===== config.mk =====
export PLATFORM = sky130hd
export DESIGN_NAME = fifo_round_robin
export DESIGN_NICKNAME = d
export VERILOG_FILES = /design/src/rtl/fifo_round_robin_pkg.sv /design/src/rtl/fifo_lane.sv /design/src/rtl/fifo_round_robin.sv
export SDC_FILE = /design/constraint.sdc
export NUM_CORES = 1
export LEC_CHECK = 0
export ABC_AREA = 1
export CAP_MARGIN = 20
export CELL_PAD_IN_SITES_DETAIL_PLACEMENT = 1
export CELL_PAD_IN_SITES_GLOBAL_PLACEMENT = 2
export CORE_ASPECT_RATIO = 1.1
export CORE_MARGIN = 2
export CORE_UTILIZATION = 39
export DETAILED_ROUTE_END_ITERATION = 7
export PLACE_DENSITY_LB_ADDON = 0.1
export SYNTH_ARGS = -nofsm -noshare
export SYNTH_HDL_FRONTEND = slang
export SYNTH_HIERARCHICAL = 1
export SYNTH_SLANG_ARGS = --single-unit

===== constraint.sdc =====
create_clock -name CLK -period 6.3 [get_ports CLK]
set_clock_uncertainty 0.1 [all_clocks]
set_input_delay 0.63 -clock CLK [delete_from_list [all_inputs] [get_ports CLK]]
set_output_delay 0.63 -clock CLK [all_outputs]
set_load 0.05 [all_outputs]

===== src/rtl/fifo_round_robin_pkg.sv =====
`default_nettype none
// ============================================================================
// Module      : fifo_round_robin_pkg
// Description : Shared types and helpers for the lane-interleaved FIFO.
// Revision    : 1.0 - initial release
// ============================================================================
package fifo_round_robin_pkg;

   // Largest supported lane count; lane indices are sized to cover it.
   localparam int c_MAX_LANES = 16;

   // Lane index wide enough for any legal LANES value.
   typedef logic [3:0] lane_idx_t;

   // Width of an occupancy counter able to hold 0..lanes*depth.
   function automatic int count_width(input int lanes, input int depth);
      return $clog2(lanes * depth + 1);
   endfunction

endpackage : fifo_round_robin_pkg
`default_nettype wire


===== src/rtl/fifo_lane.sv =====
`default_nettype none
// ============================================================================
// Module      : fifo_lane
// Description : Single circular-buffer lane with full/empty flags and head
//               output. Cleared by asynchronous reset or synchronous flush.
// Revision    : 1.0 - initial release
// ============================================================================
module fifo_lane #(
   parameter int WIDTH = 96,
   parameter int DEPTH = 2
) (
   input  logic             CLK,
   input  logic             RST,
   input  logic             flush,
   input  logic             wr_en,
   input  logic [WIDTH-1:0] wr_data,
   input  logic             rd_en,
   output logic             full,
   output logic             empty,
   output logic [WIDTH-1:0] head
);

   localparam int c_PW = (DEPTH > 1) ? $clog2(DEPTH) : 1;
   localparam int c_CW = $clog2(DEPTH + 1);
   localparam logic [c_PW-1:0] c_LAST = c_PW'(DEPTH - 1);
   localparam logic [c_CW-1:0] c_FULL = c_CW'(DEPTH);

   // Storage is rounded up to a power of two so every pointer value indexes a
   // real entry; pointers still wrap at DEPTH-1.
   logic [WIDTH-1:0] r_mem [2**c_PW];
   logic [c_PW-1:0]  r_wr_ptr;
   logic [c_PW-1:0]  r_rd_ptr;
   logic [c_CW-1:0]  r_cnt;
   logic             w_wr;
   logic             w_rd;

   assign full  = (r_cnt == c_FULL);
   assign empty = (r_cnt == '0);
   assign head  = r_mem[r_rd_ptr];
   assign w_wr  = wr_en && !full;
   assign w_rd  = rd_en && !empty;

   // Data array: written on accepted pushes only, never reset.
   always_ff @(posedge CLK) begin
      if (w_wr && !flush) begin
         r_mem[r_wr_ptr] <= wr_data;
      end
   end

   // Pointers and occupancy; flush and reset both discard all entries.
   always_ff @(posedge CLK or posedge RST) begin
      if (RST) begin
         r_wr_ptr <= '0;
         r_rd_ptr <= '0;
         r_cnt    <= '0;
      end else if (flush) begin
         r_wr_ptr <= '0;
         r_rd_ptr <= '0;
         r_cnt    <= '0;
      end else begin
         if (w_wr) begin
            r_wr_ptr <= (r_wr_ptr == c_LAST) ? '0 : r_wr_ptr + c_PW'(1);
         end
         if (w_rd) begin
            r_rd_ptr <= (r_rd_ptr == c_LAST) ? '0 : r_rd_ptr + c_PW'(1);
         end
         if (w_wr && !w_rd) begin
            r_cnt <= r_cnt + c_CW'(1);
         end else if (w_rd && !w_wr) begin
            r_cnt <= r_cnt - c_CW'(1);
         end
      end
   end

endmodule : fifo_lane
`default_nettype wire


===== src/rtl/fifo_round_robin.sv =====
`default_nettype none
// ============================================================================
// Module      : fifo_round_robin
// Description : FIFO built from LANES interleaved lanes. Writes and reads
//               rotate across lanes, so overall order is preserved while
//               each lane only sees every LANES-th entry.
// Revision    : 1.0 - initial release
// ============================================================================
module fifo_round_robin
   import fifo_round_robin_pkg::*;
#(
   parameter int WIDTH = 96,
   parameter int LANES = 4,
   parameter int DEPTH = 2
) (
   input  logic                                   CLK,
   input  logic                                   RST,
   input  logic [WIDTH-1:0]                       enq_v,
   input  logic                                   enq__ENA,
   output logic                                   enq__RDY,
   output logic [WIDTH-1:0]                       first,
   output logic                                   first__RDY,
   input  logic                                   deq__ENA,
   output logic                                   deq__RDY,
   input  logic                                   flush,
   output logic [count_width(LANES, DEPTH)-1:0]   count
);

   localparam int        c_CW   = count_width(LANES, DEPTH);
   localparam lane_idx_t c_LAST = lane_idx_t'(LANES - 1);

   lane_idx_t        r_wp;
   lane_idx_t        r_rp;
   logic [c_CW-1:0]  r_count;

   // Per-lane status, padded to the maximum lane count so a lane index can
   // select directly; padding lanes look permanently full and empty.
   logic [c_MAX_LANES-1:0] w_full;
   logic [c_MAX_LANES-1:0] w_empty;
   logic [WIDTH-1:0]       w_head [c_MAX_LANES];

   logic w_deq_ok;
   logic w_enq_fire;
   logic w_deq_fire;

   assign enq__RDY   = !flush && !w_full[r_wp];
   assign w_deq_ok   = !flush && !w_empty[r_rp];
   assign deq__RDY   = w_deq_ok;
   assign first__RDY = w_deq_ok;
   assign first      = w_deq_ok ? w_head[r_rp] : '0;
   assign w_enq_fire = enq__ENA && enq__RDY;
   assign w_deq_fire = deq__ENA && w_deq_ok;
   assign count      = r_count;

   generate
      for (genvar g = 0; g < c_MAX_LANES; g++) begin : g_lane
         if (g < LANES) begin : g_real
            fifo_lane #(
               .WIDTH (WIDTH),
               .DEPTH (DEPTH)
            ) u_lane (
               .CLK     (CLK),
               .RST     (RST),
               .flush   (flush),
               .wr_en   (w_enq_fire && (r_wp == lane_idx_t'(g))),
               .wr_data (enq_v),
               .rd_en   (w_deq_fire && (r_rp == lane_idx_t'(g))),
               .full    (w_full[g]),
               .empty   (w_empty[g]),
               .head    (w_head[g])
            );
         end else begin : g_pad
            assign w_full[g]  = 1'b1;
            assign w_empty[g] = 1'b1;
            assign w_head[g]  = '0;
         end
      end
   endgenerate

   // Lane pointers rotate on each accepted transfer; flush rewinds to lane 0.
   always_ff @(posedge CLK or posedge RST) begin
      if (RST) begin
         r_wp <= '0;
         r_rp <= '0;
      end else if (flush) begin
         r_wp <= '0;
         r_rp <= '0;
      end else begin
         if (w_enq_fire) begin
            r_wp <= (r_wp == c_LAST) ? '0 : r_wp + 4'd1;
         end
         if (w_deq_fire) begin
            r_rp <= (r_rp == c_LAST) ? '0 : r_rp + 4'd1;
         end
      end
   end

   // Total occupancy: up on push-only, down on pop-only, hold otherwise.
   always_ff @(posedge CLK or posedge RST) begin
      if (RST) begin
         r_count <= '0;
      end else if (flush) begin
         r_count <= '0;
      end else if (w_enq_fire && !w_deq_fire) begin
         r_count <= r_count + c_CW'(1);
      end else if (w_deq_fire && !w_enq_fire) begin
         r_count <= r_count - c_CW'(1);
      end
   end

endmodule : fifo_round_robin
`default_nettype wire


==> results_dict.tcl <==
set metrics [dict create \
    numCtsBuffers 86 \
    cp-start-kind "register" \
    critPathTopFamily "buffers and inverters" \
    drc 0 \
    worstPathCellList "inv_4 > buf_4 > o21ai_0 > a21oi_2 > clkdlybuf4s50_1" \
    syn_nets 2347 \
    hpwl_mm 49.2 \
    start_util_pct 39.5 \
    path_buf_inv 3 \
    root_buffer "clkbuf_16" \
    p_per_area_nw_per_um2 349 \
    fin_nets 2548 \
    syn_area_sq_um 33600 \
    hold_viol_final 0 \
    portBuffers 203 \
    crit_path_max_incr_delay_ns 0.82 \
    grt_overflow 0 \
    layout_common_cells "768 x edfxtp_1, 410 x nor2_1, 312 x mux2_2, 203 x clkdlybuf4s50_1, 202 x o21ai_0" \
    r2r_start "g_lane[0].g_real.u_lane/r_cnt[0]" \
    p_leak_uw 0.0130 \
    cts_buffer_depth 3 \
    ant_nets 0 \
    gp_congestion 0.731 \
    tns_ns 0 \
    die_x_um 284 \
    htree_levels 3 \
    clk_pin_slew_ns 0.06 \
    clock-sinks 796 \
    hold_class "input port to asynchronous set/reset pin" \
    rows 112 \
    period_needed_ns 5.02 \
    drt_iter0_drc 1095 \
    crit_fanout 66 \
    via_per_inst 5.16 \
    area_growth_syn_to_layout_pct 17.6 \
    crit_path_end_kind "primary output" \
    outcome "complete, no violations" \
    final_common_cell "edfxtp_1" \
    drt_wl_total_mm 86.2 \
    drv_cap 0 \
    relSlewSlack_pct 26.7 \
    maxSlewViolCount 0 \
    ys_seq_elements 796 \
    die_h_um 312 \
    io_pins 204 \
    firstDrtPassIters 5 \
    grt_first_pass_wirelength_mm 130 \
    post_cts_resized 0 \
    hold_buffers 0 \
    fmax_ghz 0.199 \
    antenna_found_initial 3 \
    rsz0062_at_grt "false" \
    peakVddDrop_mv 0.184 \
    grt_start_max_net_pins 97 \
    syn_avg_cell_area_sq_um 15.1 \
    yosys_warnings 6 \
    worstPathArrival_ns 4.29 \
    crit_path_top_delay_cell "clkdlybuf4s50_1" \
    clock_latency_ns 0.63 \
    crit_type "register to primary output" \
    post-route-period-util_pct 79.7 \
    core_sq_um 85200 \
    cts_tree "yes" \
    required_ns 5.57 \
    detail_route.wl_per_cell_um 23.7 \
    yosysSeqAreaShare_pct 70.6 \
    hold_slack_ns 0.389 \
    drive_gt1_share_pct 26.9 \
    dieArea_sq_um 88600 \
    finalSetupViolations 0 \
    tightest_slew_ns 1.10 \
    via_count 18800 \
    antenna_cells 0 \
    startpoint "r_rp[0]" \
    grt_pass1_vias 20700 \
    synthDistinctLibCells 31 \
    syn_inst 2235 \
    postCtsSetupRepairBufs 0 \
    grt_usage_pct 19.4 \
]
==> sequential cells by signal, indices dropped and copies added, names as in the netlist <==
signal / cells
g_lane.g_real.u_lane/r_cnt: 8
count: 4
r_rp: 4
g_lane.g_real.u_lane/r_mem: 768
g_lane.g_real.u_lane/r_wr_ptr: 4
g_lane.g_real.u_lane/r_rd_ptr: 4
r_wp: 4
==> power breakdown <==
group	switching, uW	total, uW	internal (uW)
logic	1960	2800	845
clock network	2070	4920	2850
registers	139	6080	5940
==> logic make-up after synthesis <==
logic type,after synthesis,share of synthesized area (%)
buffers and inverters,182,2.92
and+or+nand+nor,548,6.53
adders and majority gates,11,0.431
DFF,796,70.6
AOI/OAI and AO/OA,311,5.75
muxes,384,13.7
xor gates and xnor gates,3,0.0781
==> through the flow <==
stage,setup WS (ns),util [%],std cells,area (sq um),power (uW)
after global placement,1.88,43.2,3486,36800,9010
final,1.28,46.4,3644,39600,13800
after global routing,1.05,46.4,3644,39600,14400
after floorplan,-0.342,-,2235,33700,8050
after detailed placement,1.89,43.2,3488,36800,9050
after CTS,1.16,46.4,3644,39600,14000
==> worst register-to-register path: cells and delay by family (launching register included) <==
family | cells | cell delay [ns]
DFF | 1 | 0.44
and+or+nand+nor | 8 | 1.78
buffers and inverters | 6 | 0.75
AOI/OAI and AO/OA | 1 | 0.14
==> synthesized netlist by cell type <==
cell type / n / area share [%]
inv_1: 56 / 0.62
nand4_4: 1 / 0.063
a21oi_1: 5 / 0.074
o21ai_1: 3 / 0.045
xor2_1: 1 / 0.026
o21ai_0: 202 / 3.0
nand2_4: 3 / 0.10
edfxtp_1: 768 / 69
nor3b_1: 1 / 0.022
ha_1: 10 / 0.37
nand3_1: 22 / 0.33
buf_6: 30 / 1.0
xnor2_1: 2 / 0.052
a21oi_2: 101 / 2.6
dfrtp_1: 28 / 2.1
inv_2: 4 / 0.045
buf_4: 1 / 0.022
nand3_2: 2 / 0.060
fa_1: 1 / 0.060
nor2_1: 418 / 4.7
buf_1: 8 / 0.089
clkbuf_1: 27 / 0.30
mux2_2: 312 / 10
nor3_1: 1 / 0.015
nand2_1: 78 / 0.87
nor2_2: 5 / 0.093
buf_2: 55 / 0.82
mux2_4: 72 / 3.2
inv_4: 1 / 0.019
nand2_2: 9 / 0.17
nand4_1: 8 / 0.15
==> final timing paths <==
check                                                           end  slack (ns)  cells after the start
worst max-delay path                                      first[71]        1.28                      5
worst min-delay path               g_lane[2].g_real.u_lane/r_cnt[1]        0.39                      2
worst max register to register  g_lane[2].g_real.u_lane/r_mem[0][9]        2.73                     15
worst min register to register                              r_wp[3]        0.39                      2
max in group asynchronous                                   r_rp[0]        5.14                      2
min in group CLK                                            r_wp[3]        0.39                      2
==> metal layers <==
metal | GRT usage [%] | share of wire [%]
met4 | 5.11 | 1.9
met3 | 3.06 | 4.6
met1 | 24.8 | 42
met2 | 34.5 | 51
met5 | 0 | 0.030
==> cell type report <==
type	instances	area [sq um]
clock buffer	101	2220
clock inverter	55	510
fill	8441	45600
inverter	61	234
multi-input combinational	1257	8970
sequential	796	23800
tap	1140	1430
timing repair buffer	234	2420
Note: power is estimated with default switching activity, not from simulation.
